$ cat config.mk
export PLATFORM = sky130hd
export DESIGN_NAME = sd_spi_cmd_engine_flat
export DESIGN_NICKNAME = d
export VERILOG_FILES = /design/src/rtl/sd_spi_cmd_engine_if.sv /design/src/rtl/sd_spi_cmd_engine.sv /design/src/flat_wrapper.sv
export SDC_FILE = /design/constraint.sdc
export NUM_CORES = 1
export LEC_CHECK = 0
export CORE_AREA = 3 3 145 147
export CTS_CLUSTER_SIZE = 28
export DETAILED_ROUTE_END_ITERATION = 10
export DIE_AREA = 0 0 148 150
export SYNTH_ARGS = -nofsm -noshare
export SYNTH_HDL_FRONTEND = slang
export SYNTH_SLANG_ARGS = --single-unit
$ cat constraint.sdc
create_clock -name clk -period 4.6 [get_ports clk]
set_clock_uncertainty 0.2 [all_clocks]
set_input_delay 0.46 -clock clk [delete_from_list [all_inputs] [get_ports clk]]
set_output_delay 0.46 -clock clk [all_outputs]
set_load 0.02 [all_outputs]
$ cat src/rtl/sd_spi_cmd_engine_if.sv
// Bus between the boot sequencer (master) and the SPI-mode SD command
// engine (slave). Carries the command request, divider control, the SPI
// pins and the R1 status return. clk/rst stay outside the interface.
`timescale 1ns/1ps
interface sd_spi_cmd_engine_if;
    logic [6:0]  cmd;
    logic [31:0] cmd_arg;
    logic        start;
    logic        en_clk;
    logic [7:0]  div_clk;
    logic        sclk;
    logic        sclk_fall;
    logic        mosi;
    logic        miso;
    logic        valid_status;
    logic [6:0]  status;
    logic        available;

    modport master (
        output cmd, cmd_arg, start, en_clk, div_clk, miso,
        input  sclk, sclk_fall, mosi, valid_status, status, available
    );

    modport slave (
        input  cmd, cmd_arg, start, en_clk, div_clk, miso,
        output sclk, sclk_fall, mosi, valid_status, status, available
    );
endinterface

$ cat src/rtl/sd_spi_cmd_engine.sv
// SPI-mode SD command engine.
// Generates sclk from clk with a programmable half-period, serialises one
// 48-bit command frame on mosi (changing on sclk falls), waits for the R1
// response on miso (sampled on sclk rises), reports it as a one-clk status
// pulse and then clocks NRC_BITS trailing sclk periods before going idle.
// Optional feature macro: SD_CRC7_EN -- when defined the frame carries a real
// CRC-7 over {01, index, arg}; otherwise the CRC field is the fixed CMD0
// value 7'h4A (last byte 0x95).
`timescale 1ns/1ps
module sd_spi_cmd_engine #(
    parameter int NCR_MAX  = 8,
    parameter int NRC_BITS = 8
) (
    input  logic                 clk,
    input  logic                 rst,
    sd_spi_cmd_engine_if.slave   bus
);

    localparam logic [2:0] ST_IDLE  = 3'd0;
    localparam logic [2:0] ST_SEND  = 3'd1;
    localparam logic [2:0] ST_WAIT  = 3'd2;
    localparam logic [2:0] ST_RECV  = 3'd3;
    localparam logic [2:0] ST_TRAIL = 3'd4;

    localparam int               CNT_W      = 16;
    localparam logic [CNT_W-1:0] ONE_CNT    = CNT_W'(1);
    localparam logic [CNT_W-1:0] FRAME_END  = CNT_W'(48);
    localparam logic [CNT_W-1:0] RECV_CNT   = CNT_W'(7);
    localparam logic [CNT_W-1:0] NCR_CNT    = CNT_W'(NCR_MAX * 8);
    localparam logic [CNT_W-1:0] NRC_CNT    = CNT_W'(NRC_BITS);

    logic [7:0]       div_cnt_reg;
    logic             sclk_reg;
    logic             sclk_fall_reg;
    logic             mosi_reg;
    logic             valid_reg;
    logic [6:0]       status_reg;
    logic             avail_reg;
    logic [2:0]       state_reg;
    logic [47:0]      frame_reg;
    logic [CNT_W-1:0] bit_cnt_reg;
    logic [6:0]       rx_reg;

    logic             half_done;
    logic             rise_evt;
    logic             fall_evt;
    logic [39:0]      crc_msg;
    logic [6:0]       crc7;
    logic             cmd_bit6_unused;

    // Bit 6 of the command bus carries no meaning for the engine.
    assign cmd_bit6_unused = bus.cmd[6];

    // A half-period ends when the counter meets the (live) divider value.
    assign half_done = bus.en_clk && (div_cnt_reg == bus.div_clk);
    assign rise_evt  = half_done && !sclk_reg;
    assign fall_evt  = half_done &&  sclk_reg;

    assign crc_msg = {2'b01, bus.cmd[5:0], bus.cmd_arg};

`ifdef SD_CRC7_EN
    function automatic logic [6:0] crc7_calc(input logic [39:0] msg);
        logic [6:0] c;
        logic       fb;
        c = 7'h00;
        for (int i = 39; i >= 0; i--) begin
            fb = msg[i] ^ c[6];
            c  = {c[5:0], 1'b0};
            if (fb) begin
                c = c ^ 7'h09;
            end
        end
        return c;
    endfunction
`endif

    // CRC field for the frame being latched.
    always_comb begin
`ifdef SD_CRC7_EN
        crc7 = crc7_calc(crc_msg);
`else
        crc7 = 7'h4A;
`endif
    end

    // sclk is forced low while the clock is disabled; the phase is kept in
    // sclk_reg so the command resumes exactly where it stopped.
    assign bus.sclk         = sclk_reg & bus.en_clk;
    assign bus.sclk_fall    = sclk_fall_reg;
    assign bus.mosi         = mosi_reg;
    assign bus.valid_status = valid_reg;
    assign bus.status       = status_reg;
    assign bus.available    = avail_reg;

    // Free-running sclk divider and the registered fall strobe.
    always_ff @(posedge clk) begin
        if (rst) begin
            div_cnt_reg   <= 8'd0;
            sclk_reg      <= 1'b0;
            sclk_fall_reg <= 1'b0;
        end else begin
            sclk_fall_reg <= fall_evt;
            if (bus.en_clk) begin
                if (half_done) begin
                    sclk_reg    <= ~sclk_reg;
                    div_cnt_reg <= 8'd0;
                end else begin
                    div_cnt_reg <= div_cnt_reg + 8'd1;
                end
            end
        end
    end

    // Command FSM: frame out on falls, response in on rises, trailer, idle.
    always_ff @(posedge clk) begin
        if (rst) begin
            state_reg   <= ST_IDLE;
            mosi_reg    <= 1'b1;
            valid_reg   <= 1'b0;
            status_reg  <= 7'h00;
            avail_reg   <= 1'b1;
            frame_reg   <= 48'd0;
            bit_cnt_reg <= '0;
            rx_reg      <= 7'h00;
        end else begin
            valid_reg <= 1'b0;
            if (bus.en_clk) begin
                case (state_reg)
                    ST_IDLE: begin
                        mosi_reg <= 1'b1;
                        if (bus.start && avail_reg) begin
                            frame_reg   <= {crc_msg, crc7, 1'b1};
                            bit_cnt_reg <= '0;
                            avail_reg   <= 1'b0;
                            state_reg   <= ST_SEND;
                        end
                    end
                    ST_SEND: begin
                        if (fall_evt) begin
                            // The 49th fall ends the full period of bit 0.
                            if (bit_cnt_reg == FRAME_END) begin
                                mosi_reg    <= 1'b1;
                                bit_cnt_reg <= NCR_CNT;
                                state_reg   <= ST_WAIT;
                            end else begin
                                mosi_reg    <= frame_reg[47];
                                frame_reg   <= {frame_reg[46:0], 1'b0};
                                bit_cnt_reg <= bit_cnt_reg + ONE_CNT;
                            end
                        end
                    end
                    ST_WAIT: begin
                        mosi_reg <= 1'b1;
                        if (rise_evt) begin
                            if (!bus.miso) begin
                                bit_cnt_reg <= RECV_CNT;
                                state_reg   <= ST_RECV;
                            end else if (bit_cnt_reg <= ONE_CNT) begin
                                status_reg  <= 7'h7F;
                                valid_reg   <= 1'b1;
                                bit_cnt_reg <= NRC_CNT;
                                state_reg   <= ST_TRAIL;
                            end else begin
                                bit_cnt_reg <= bit_cnt_reg - ONE_CNT;
                            end
                        end
                    end
                    ST_RECV: begin
                        mosi_reg <= 1'b1;
                        if (rise_evt) begin
                            rx_reg <= {rx_reg[5:0], bus.miso};
                            if (bit_cnt_reg == ONE_CNT) begin
                                status_reg  <= {rx_reg[5:0], bus.miso};
                                valid_reg   <= 1'b1;
                                bit_cnt_reg <= NRC_CNT;
                                state_reg   <= ST_TRAIL;
                            end else begin
                                bit_cnt_reg <= bit_cnt_reg - ONE_CNT;
                            end
                        end
                    end
                    ST_TRAIL: begin
                        mosi_reg <= 1'b1;
                        if (rise_evt) begin
                            if (bit_cnt_reg <= ONE_CNT) begin
                                avail_reg <= 1'b1;
                                state_reg <= ST_IDLE;
                            end else begin
                                bit_cnt_reg <= bit_cnt_reg - ONE_CNT;
                            end
                        end
                    end
                    default: begin
                        mosi_reg  <= 1'b1;
                        avail_reg <= 1'b1;
                        state_reg <= ST_IDLE;
                    end
                endcase
            end
        end
    end

endmodule

$ cat src/flat_wrapper.sv
// flat-port wrapper written by rule: the top's interface ports become plain ports
module sd_spi_cmd_engine_flat 
#(
    parameter int NCR_MAX  = 8,
    parameter int NRC_BITS = 8
)
  (clk, rst, bus_cmd, bus_cmd_arg, bus_start, bus_en_clk, bus_div_clk, bus_miso, bus_sclk, bus_sclk_fall, bus_mosi, bus_valid_status, bus_status, bus_available);
  sd_spi_cmd_engine_if bus_i ();
  input  logic clk;
  input  logic rst;
  input wire logic [$bits(bus_i.cmd)-1:0] bus_cmd;
  input wire logic [$bits(bus_i.cmd_arg)-1:0] bus_cmd_arg;
  input wire logic [$bits(bus_i.start)-1:0] bus_start;
  input wire logic [$bits(bus_i.en_clk)-1:0] bus_en_clk;
  input wire logic [$bits(bus_i.div_clk)-1:0] bus_div_clk;
  input wire logic [$bits(bus_i.miso)-1:0] bus_miso;
  output wire logic [$bits(bus_i.sclk)-1:0] bus_sclk;
  output wire logic [$bits(bus_i.sclk_fall)-1:0] bus_sclk_fall;
  output wire logic [$bits(bus_i.mosi)-1:0] bus_mosi;
  output wire logic [$bits(bus_i.valid_status)-1:0] bus_valid_status;
  output wire logic [$bits(bus_i.status)-1:0] bus_status;
  output wire logic [$bits(bus_i.available)-1:0] bus_available;
  assign bus_i.cmd = bus_cmd;
  assign bus_i.cmd_arg = bus_cmd_arg;
  assign bus_i.start = bus_start;
  assign bus_i.en_clk = bus_en_clk;
  assign bus_i.div_clk = bus_div_clk;
  assign bus_i.miso = bus_miso;
  assign bus_sclk = bus_i.sclk;
  assign bus_sclk_fall = bus_i.sclk_fall;
  assign bus_mosi = bus_i.mosi;
  assign bus_valid_status = bus_i.valid_status;
  assign bus_status = bus_i.status;
  assign bus_available = bus_i.available;
  sd_spi_cmd_engine #(.NCR_MAX(NCR_MAX), .NRC_BITS(NRC_BITS)) u_core (.clk(clk), .rst(rst), .bus(bus_i));
endmodule
## After elaboration in Yosys (flattened, before gate mapping)

Cells that the tools add are included.

- Multiplexer cells: 46
- Bitwise operators: 4
- Eq/ne operators: 20
- Order comparisons: 1
- Reductions and logical operators: 19
- Add/subtract/negate cells: 3

Operator list:

| kind | count |
|---|---|
| $mux 16 | 10 |
| $mux 48 | 3 |
| $pmux 48 s2 | 1 |
| $pmux 16 s5 | 1 |
| $mux 7 | 5 |
| $mux 3 | 10 |
| $ne 2x1->1 const B | 9 |
| $add 16x1->16 const B | 1 |
| $eq 16x1->1 const B | 1 |
| $eq 16x6->1 const B | 1 |
| $le 16x1->1 const B | 1 |
| $sub 16x1->16 const B | 1 |
| $pmux 3 s5 | 1 |
| $pmux 7 s2 | 1 |
| $mux 1 | 11 |
| $reduce_and 10->1 | 1 |
| $reduce_and 5->1 | 2 |
| $add 8x1->8 const B | 1 |
| $eq 8x8->1 | 1 |
| $mux 8 | 1 |
| $reduce_and 8->1 | 1 |
| $reduce_and 7->1 | 1 |
| $eq 3x2->1 const B | 2 |
| $ne 2x2->1 const B | 3 |
| 16 further kinds | 23 |

- Flip-flop bits (word level): 93
- Bits of input ports: 52

## Depth between registers and ports, before layout

Gate-level depths: netlist of run 1.

- Depth after elaboration: 5
- Depth in mapped cells: 11

## Worst setup path after synthesis of run 1

OpenSTA, ideal clock, no wires.

- Path kind: register to register
- From: register u_core.bit_cnt_reg[0]
- To: register u_core.bit_cnt_reg[14]
- Stages on the path, launching flop included: 10
- Slack: 1.714 ns
- Arrival time: 2.550 ns
- Required time: 4.265 ns
- Cells stage by stage: dfxtp_1 inv_1 ha_1 or3b_1 or3_1 buf_2 or3_1 or3_1 a221oi_1 a221oi_2

- Longest elaborated chain between the ends: 5
- Elaborated cells between the ends (all ways): 17

RTL lines:

| item | RTL line | RTL |
|---|---|---|
| start, declared | sd_spi_cmd_engine.sv:41 | `logic [CNT_W-1:0] bit_cnt_reg;` |
| start signal, assigned | sd_spi_cmd_engine.sv:148 | `bit_cnt_reg <= bit_cnt_reg + ONE_CNT;` |
| start signal, assigned | sd_spi_cmd_engine.sv:164 | `bit_cnt_reg <= bit_cnt_reg - ONE_CNT;` |
| start signal, assigned | sd_spi_cmd_engine.sv:178 | `bit_cnt_reg <= bit_cnt_reg - ONE_CNT;` |
| $sub 16x1->16 or $le 16x1->1 (tied branches) | -- |  |
| $mux 16 | sd_spi_cmd_engine.sv:158 | `end else if (bit_cnt_reg <= ONE_CNT) begin` |
| $mux 16 | sd_spi_cmd_engine.sv:155 | `if (!bus.miso) begin` |
| $mux 16 | sd_spi_cmd_engine.sv:154 | `if (rise_evt) begin` |
| $pmux 16 s5 | sd_spi_cmd_engine.sv:128 | `case (state_reg)` |

Several ways; a longest one is shown, not always the timed one. The select of a mux whose other input is x is not followed.
A chain may end at the register's enable or synchronous reset.

## Worst setup path after layout of run 1

- From: input bus_div_clk[5]
- To: register u_core.bit_cnt_reg[14]

- Longest elaborated chain between the ends: 5
- Elaborated cells between the ends (all ways): 9

RTL lines:

| item | RTL line | RTL |
|---|---|---|
| start, declared | flat_wrapper.sv:15 | `input wire logic [$bits(bus_i.div_clk)-1:0] bus_div_clk;` |
| $eq 8x8->1 * | sd_spi_cmd_engine.sv:55 | `assign half_done = bus.en_clk && (div_cnt_reg == bus.div_clk);` |
| $logic_and 1x1->1 * | sd_spi_cmd_engine.sv:55 |  |
| $logic_and 1x1->1, on equally long branches | sd_spi_cmd_engine.sv:56, sd_spi_cmd_engine.sv:57 |  |
| $ne 2x1->1 (no line) | -- |  |
| $reduce_and 8->1 (no line) * | -- |  |

Mark *: on every way between the ends. The rest lies on a longest branch, timed or not.

==> results of run 1 <==
==> where the power goes <==
| group | internal [mW] | total [mW] | switching, mW |
|---|---|---|---|
| clock network | 0.423 | 0.757 | 0.334 |
| registers | 0.877 | 0.931 | 0.0537 |
| logic | 0.193 | 0.498 | 0.305 |
==> layout by cell type (no fill, tap or decap), drive strengths merged, types with 4 or more instances in the layout <==
cell	instances
o31ai	6
xnor2	4
nand2	105
clkdlybuf4s50	61
a211oi	13
a311oi	41
nand3	14
clkbuf	9
a31oi	4
nor2b	4
nor2	99
buf	5
mux2i	7
o21ai	14
xor2	15
nor4	8
dfxtp	93
inv	14
or3	8
nand2b	10
nor3	24
nand4	10
a21oi	26
a221oi	4
and2	4
ha	4
==> metrics by stage <==
stage	instance area (um^2)	hold slack, ps	total power, mW	worst slack, ps	std cells
after floorplan	4770	246	1.31	1710	617
after detailed placement	5580	261	1.45	860	906
after CTS	5870	275	2.21	1230	921
after global routing	5870	293	2.31	973	921
final	5870	267	2.19	1170	921
after global placement	5580	256	1.44	848	906
==> final timing paths <==
path | start | endpoint | slack [ps] | depth (start not counted)
worst max-delay path | bus_div_clk[5] | u_core.bit_cnt_reg[14] | 1170 | 8
worst min register to register | u_core.frame_reg[0] | u_core.frame_reg[1] | 270 | 2
worst max register to register | u_core.div_cnt_reg[2] | u_core.bit_cnt_reg[14] | 1320 | 7
worst min-delay path | u_core.frame_reg[0] | u_core.frame_reg[1] | 270 | 2
==> layout make-up <==
cell class / instances / area, um^2
fill: 2217 / 14200
multi-input combinational: 465 / 2680
sequential: 93 / 1860
timing repair buffer: 66 / 658
tap: 270 / 338
clock buffer: 9 / 225
clock inverter: 6 / 71.3
inverter: 12 / 45.0
==> kinds of logic (layout without fill, tap and decap cells) <==
family / Yosys count / count (layout)
AO/OA/AOI/OAI: 140 / 140
buffers and inverters: 59 / 93
flip-flops: 93 / 93
XOR/XNOR: 19 / 19
multiplexers: 7 / 7
adder cells (fa/ha/maj): 4 / 4
AND/OR/NAND/NOR: 295 / 295
==> worst max-delay path: stages <==
cell	delay, ps
clkdlybuf4s50_1	410
xor2_1	140
nor4_1	630
nand3_1	400
a2111oi_2	420
o21ba_2	550
o21ai_1	180
a221oi_2	280
==> routing by layer <==
layer	up-vias	global-route usage
met5	-	0
met4	0	0.0383
met3	15	0.0300
met2	98	0.169
met1	2086	0.136
li1	2272	-
==> impl_metrics.json, run 1 <==
{
  "ys_warn_count": 0,
  "p_leak_nw": 2.05,
  "synth_seq_cells": 93,
  "synth_mux_area_frac": 0.0147,
  "grt_max_degree": 97,
  "postSynthCellCount": 617,
  "clkSlewWorstSetupHoldPaths_ps": 70,
  "grt.overflow.total": 0,
  "grt_pass1_wl_mm": 19.6,
  "route.detailed.wl_per_inst_um": 12.6,
  "avgSynthCellArea_um2": 7.72,
  "fin_crit_ps": 3430,
  "numPortBuffers": 62,
  "met2_length_mm": 5.24,
  "postSynthNetCount": 673,
  "cts_max_level": 3,
  "cts_buffers": 9,
  "synth_top_family_by_area": "simple AND/OR/NAND/NOR gates",
  "yosysMostFrequentCell": "nand2_1",
  "die_y_um": 150,
  "synth_edf_count": 0,
  "drv_cap": 0,
  "min_path_type": "flip-flop to flip-flop",
  "slew_viol_final": 0,
  "drt-met1-wl_mm": 5.64,
  "insertion_delay_ps": 350,
  "path_class": "input pin to flip-flop",
  "largest_register_ffs": 48,
  "ir_drop_mv": 0.178,
  "rows": 52,
  "clockRootBuffer": "clkbuf_16",
  "clk_path_buf_depth": 2,
  "vias": 4471,
  "top_layer_used": "met4",
  "cts_hold_buf": 0,
  "ant_nets": 0,
  "yosysSeqAreaShare": 0.391,
  "synth_top_flop_cell": "dfxtp_1",
  "nets": 703,
  "ys_async_sr_fraction": 0,
  "power.density_nw_per_um2": 372,
  "dr.pass1.iters": 4,
  "die_w_um": 148,
  "cts_num_sinks": 93,
  "synth_top_area_cell": "dfxtp_1",
  "status": "completed",
  "worstMarginPinSlew_ps": 832,
  "grt_pass1_vias": 4129,
  "core_area_um2": 20000,
  "rsz0062_at_grt": "false",
  "io_pins": 64,
  "totalNegativeSetupSlack_ps": 0,
  "antenna_found_initial": 0,
  "initialDrtViolationCount": 289,
  "yosys.area_share.simple": 0.274,
  "wl_mm": 11.6,
  "synth_compound_area_frac": 0.224,
  "initial_core_util": 0.238,
  "start_kind": "input pin",
  "drive_gt1_frac": 0.0430,
  "cp.required_ps": 4660,
  "syn_area_um2": 4770,
  "yosys-top-cells-count": "nand2_1 (105), nor2_1 (99), dfxtp_1 (93)",
  "globalplace.congestion": 0.834,
  "finish.utilization": 0.293,
  "synth_xor_xnor_area_share": 0.0349,
  "synthAdderAreaFrac": 0.0105,
  "worstPathMaxFanout": 24,
  "die-area_um2": 22200,
  "dp_hpwl_mm": 7.54,
  "slew_headroom": 0.445,
  "fin_crit_sh": 0.746,
  "ys_types": 61,
  "cts_setup_buffers": 0,
  "max_freq_ghz": 0.292,
  "drc": 0,
  "synth_top_area_share": 0.391,
  "finalHoldViolCount": 0,
  "synthTopCellsByArea": "dfxtp_1 (39%), nand2_1 (8.3%), nor2_1 (7.8%)",
  "cts_resized": 0,
  "cts_tree": "built",
  "vias_per_cell": 4.85,
  "syn_to_final_growth_pct": 23.3,
  "wl_met3_um": 577,
  "grtUsageTotal": 0.105,
  "cp.arrival_ps": 3490,
  "cp-end-kind": "flip-flop",
  "setup_violations": 0,
  "n_antenna_cell": 0
}
(Power assumes the default switching activity.)
==> inputs of run 2 (changes only) <==
Clock period 4.6 ns to 3.34 ns, I/O delays scaled along.
==> run 2 against run 1 <==
Total power rose by 42%. Wire length up 2.5%. Cell area rose by 2.5%. Sequential power grew 37%. Utilization grew 0.74 points. Clock-buffer cell count is the same. Critical path type is now flip-flop to flip-flop. Largest power group unchanged. Highest routed layer unchanged.
==> impl_metrics.json, run 2 (synthesis gave the netlist of run 1 again) <==
{
  "cts_hold_buf": 0,
  "clkSlewWorstSetupHoldPaths_ps": 80,
  "worstMarginPinSlew_ps": 738,
  "clockPowerShare": 0.353,
  "io_pins": 64,
  "grt_pass1_wl_mm": 20.1,
  "vias": 4529,
  "power.density_nw_per_um2": 514,
  "nets": 719,
  "numPortBuffers": 62,
  "vias_per_cell": 4.83,
  "globalplace.congestion": 0.817,
  "totalNegativeSetupSlack_ps": 0,
  "grtUsageTotal": 0.107,
  "setup_violations": 0,
  "initial_core_util": 0.238,
  "finalHoldViolCount": 0,
  "antenna_found_initial": 0,
  "grt_pass1_vias": 4178,
  "grt_max_degree": 97,
  "cts_num_sinks": 93,
  "stdcell_area_um2": 6020,
  "hold_ws_ps": 270,
  "cp.required_ps": 3340,
  "slew_headroom": 0.507,
  "die_w_um": 148,
  "placed_area_um2": 5710,
  "drive_gt1_frac": 0.0674,
  "cts_resized": 0,
  "slew_viol_final": 0,
  "die_y_um": 150,
  "largest_register_ffs": 48,
  "final_common_cell": "nand2_1",
  "wl_mm": 11.9,
  "path_class": "flip-flop to flip-flop",
  "finalWorstSetupSlack_ps": 252,
  "cts_buffers": 9,
  "p_comb_frac": 0.235,
  "rows": 52,
  "grt.overflow.total": 0,
  "start_kind": "flip-flop",
  "swShare": 0.321,
  "sequentialPowerShare": 0.412,
  "dp_slack_ps": 279,
  "initialDrtViolationCount": 183,
  "n_antenna_cell": 0,
  "cts_setup_buffers": 0,
  "layout_common_cells": "nand2_1 (105), nor2_1 (99), dfxtp_1 (93)",
  "cts_tree": "built",
  "route.detailed.wl_per_inst_um": 12.7,
  "clockRootBuffer": "clkbuf_16",
  "ant_nets": 0,
  "syn_to_final_growth_pct": 26.4,
  "dr.pass1.iters": 4,
  "worstPathMaxFanout": 6,
  "fin_crit_ps": 3090,
  "switching_power_mw": 0.995,
  "max_freq_ghz": 0.324,
  "dp_hpwl_mm": 7.91,
  "reg2reg_slack_ps": 250,
  "drc": 0,
  "clk_path_buf_depth": 2,
  "insertion_delay_ps": 350,
  "cp.arrival_ps": 3090,
  "die-area_um2": 22200,
  "p_leak_nw": 2.14,
  "status": "completed",
  "rsz0062_at_grt": "false",
  "drv_cap": 0,
  "intPower_mw": 2.10,
  "cts_max_level": 3,
  "ir_drop_mv": 0.246,
  "cp-end-kind": "flip-flop",
  "finish.utilization": 0.301,
  "min_path_type": "flip-flop to flip-flop",
  "fin_crit_sh": 0.924,
  "core_area_um2": 20000
}
-- run 2: per-stage QoR --
step / power, mW / cells
final: 3.10 / 938
after global routing: 3.28 / 938
after CTS: 3.14 / 938
after detailed placement: 2.04 / 922
after global placement: 2.03 / 922
after floorplan: 1.80 / 617
-- run 2: cell type report --
| class | instances | area (um^2) |
|---|---|---|
| multi-input cells | 465 | 2680 |
| flip-flops and latches | 93 | 1860 |
| inverters | 12 | 45.0 |
| clock buffers | 9 | 225 |
| clock inverters | 7 | 86.3 |
| repair buffers | 82 | 791 |
| well taps | 270 | 338 |
| fillers | 2224 | 14000 |
-- run 2: final timing paths --
check	start	to	cells past startpoint
max	u_core.bit_cnt_reg[1]	u_core.bit_cnt_reg[14]	8
min	u_core.frame_reg[0]	u_core.frame_reg[1]	2
min reg2reg	u_core.frame_reg[0]	u_core.frame_reg[1]	2
max reg2reg	u_core.bit_cnt_reg[1]	u_core.bit_cnt_reg[14]	8
-- run 2: layer usage --
| metal | GRT usage | routed length, um | up-vias | share of wire |
|---|---|---|---|---|
| met5 | 0 | 0 | - | 0 |
| met4 | 0.0300 | 131 | 0 | 0.011 |
| met3 | 0.0239 | 516 | 10 | 0.043 |
| met2 | 0.173 | 5390 | 84 | 0.45 |
| met1 | 0.145 | 5890 | 2130 | 0.49 |
| li1 | - | - | 2305 | - |
-- run 2: worst max-delay path, cell delays in order (launching register included) --
cell,delay [ps]
dfxtp_1,380
inv_1,120
ha_1,260
or3b_1,450
or3_1,400
or3_1,350
or3_1,340
a221oi_1,360
a221oi_2,90
-- run 2: power by group through the flow --
stage,Sequential [mW],Combinational (mW),Clock (mW)
2_1_floorplan,1.28,0.523,0
3_3_place_gp,1.30,0.729,0
3_5_place_dp,1.30,0.734,0
4_1_cts,1.28,0.737,1.13
5_1_grt,1.29,0.823,1.17
6_report,1.28,0.729,1.09
==> inputs of run 3 (changes only) <==
Settings changed: ABC_AREA from default to 1, CORE_AREA 3 3 145 147 to 3 3 154 156, DIE_AREA 0 0 148 150 to 0 0 157 159.
==> run 3 against run 2 <==
Wire length is 6.4% higher. Via count up 15%. Worst hold slack got worse by 20 ps. Critical path type unchanged. Sequential power up 21%. Non-clock buffer count is 12 lower.
==> impl_metrics.json, run 3 <==
{
  "finalHoldViolCount": 0,
  "fin_crit_ps": 2560,
  "initial_core_util": 0.239,
  "synth_top_area_share": 0.347,
  "layout_common_cells": "nand2_1 (262), nor2_1 (181), inv_1 (108)",
  "wl_mm": 12.7,
  "whs_path_depth": 2,
  "postSynthCellCount": 891,
  "grt.overflow.total": 0,
  "cts_tree": "built",
  "yosysMostFrequentCell": "nand2_1",
  "synth_edf_count": 0,
  "cts_buffers": 9,
  "path_class": "flip-flop to flip-flop",
  "n_antenna_cell": 0,
  "cp-end-kind": "flip-flop",
  "reg2reg_from": "u_core.bit_cnt_reg[5]",
  "synth_top_flop_cell": "dfxtp_1",
  "grt_pass1_wl_mm": 22.2,
  "insertion_delay_ps": 350,
  "die-area_um2": 25000,
  "min_path_type": "flip-flop to flip-flop",
  "clk_path_buf_depth": 2,
  "slew_viol_final": 0,
  "cts_setup_buffers": 0,
  "antenna_found_initial": 0,
  "nets": 987,
  "grtUsageTotal": 0.105,
  "fin_cells": 1220,
  "core_area_um2": 22500,
  "power.density_nw_per_um2": 713,
  "yosysSeqAreaShare": 0.347,
  "die_y_um": 159,
  "reg2regPathDepth": 10,
  "slew_headroom": 0.461,
  "initialDrtViolationCount": 277,
  "clkSlewWorstSetupHoldPaths_ps": 70,
  "synth_seq_cells": 93,
  "synthTopCellsByArea": "dfxtp_1 (35%), nand2_1 (18%), nor2_1 (13%)",
  "postSynthNetCount": 947,
  "worstPathMaxFanout": 86,
  "reg2reg_slack_ps": 780,
  "cp.arrival_ps": 2600,
  "totalNegativeSetupSlack_ps": 0,
  "globalplace.congestion": 0.853,
  "rows": 55,
  "cts_resized": 0,
  "ir_drop_mv": 0.375,
  "cts_num_sinks": 93,
  "met3_usage": 0.0204,
  "r2r_end": "u_core.frame_reg[43]",
  "clockRootBuffer": "clkbuf_16",
  "drive_gt1_frac": 0.0385,
  "avgSynthCellArea_um2": 6.03,
  "ant_nets": 0,
  "io_pins": 64,
  "largest_register_ffs": 48,
  "synth_top_area_cell": "dfxtp_1",
  "syn_area_um2": 5370,
  "busiest_layer": "met2",
  "status": "completed",
  "ys_async_sr_fraction": 0,
  "grtUsageMet2": 0.168,
  "finish.utilization": 0.289,
  "dr.pass1.iters": 6,
  "hold_ws_ps": 250,
  "p_leak_nw": 3.03,
  "placed_area_um2": 6200,
  "finalWorstSetupSlack_ps": 778,
  "cts_hold_buf": 0,
  "ys_warn_count": 0,
  "drc": 0,
  "dp_hpwl_mm": 8.76,
  "vias": 5213,
  "dp.cells": 1205,
  "numPortBuffers": 62,
  "stdcell_area_um2": 6510,
  "grt_max_degree": 87,
  "total_power_mw": 4.64,
  "die_w_um": 157,
  "grt_pass1_vias": 4809,
  "grt_util_met1": 0.138,
  "rsz0062_at_grt": "false",
  "ys_types": 33,
  "final_common_cell": "nand2_1",
  "syn_to_final_growth_pct": 21.1,
  "cts_max_level": 3,
  "route.detailed.wl_per_inst_um": 10.4,
  "max_freq_ghz": 0.390,
  "dp_slack_ps": 620,
  "yosys-top-cells-count": "nand2_1 (262), nor2_1 (181), inv_1 (110)",
  "drv_cap": 0,
  "vias_per_cell": 4.27,
  "whs_endpoint": "u_core.frame_reg[0]",
  "start_kind": "flip-flop",
  "setup_violations": 0,
  "worstHoldStart": "u_core.frame_reg[0]",
  "cp.required_ps": 3380,
  "worstMarginPinSlew_ps": 809,
  "fin_crit_sh": 0.767
}
## run 3: changes by cell type after synthesis, sizes merged, moves of 8 or more
cell and delta:
a21oi +14, buf +8, a311oi -41, clkbuf -14, nor2 +86, o21ai +45, nand2b -10, inv +98
nand3 +10, or3 -8, a211oi -12, nand2 +159
## run 3: cell families (layout without fill, tap and decap cells)
kind of cell | count (synthesis) | in the layout | share of synthesized area
xor gates and xnor gates | 21 | 21 | 0.0342
and+or+nand+nor | 512 | 512 | 0.384
adders and majority gates | 4 | 4 | 0.00932
buffers and inverters | 151 | 195 | 0.119
AOI/OAI and AO/OA | 110 | 110 | 0.107
DFF | 93 | 93 | 0.347
## run 3: how the worst max path moves through the flow
stage / from / endpoint / slack [ps] / cells after the start
floorplan: u_core.bit_cnt_reg[0] / u_core.frame_reg[27] / 1260 / 12
global placement: bus_div_clk[0] / u_core.frame_reg[36] / 630 / 13
detailed placement: bus_div_clk[0] / u_core.frame_reg[35] / 620 / 13
CTS: u_core.bit_cnt_reg[0] / u_core.frame_reg[40] / 780 / 12
global route: u_core.bit_cnt_reg[5] / u_core.frame_reg[21] / 450 / 10
finish: u_core.bit_cnt_reg[5] / u_core.frame_reg[43] / 780 / 10
## run 3: power breakdown
group	switching (mW)	total, mW	internal (mW)
combinational	1.28	1.98	0.702
clock	0.453	1.10	0.652
sequential	0.165	1.55	1.39
total	1.90	4.64	2.74
## run 3: final cells by class
| cell class | count | area (um^2) |
|---|---|---|
| fillers | 2492 | 16000 |
| multi-input cells | 647 | 2870 |
| flip-flops and latches | 93 | 1860 |
| repair buffers | 70 | 693 |
| inverters | 110 | 413 |
| well taps | 285 | 357 |
| clock buffers | 9 | 225 |
| clock inverters | 6 | 86.3 |
## run 3: per-layer routing
layer,vias to the layer above,part of all wire
met1,2297,0.49
met4,0,0.020
met2,70,0.45
met3,21,0.033
li1,2825,-
met5,-,0
## run 3: worst max-delay path, cell delays in order, from the launching register on
cell	delay, ps
dfxtp_1	470
nand2_1	200
nor3_1	170
nand3_1	130
nand2_2	200
a21oi_2	100
nand3_2	70
buf_4	630
nand2_1	120
nand2_1	90
nor2_1	40
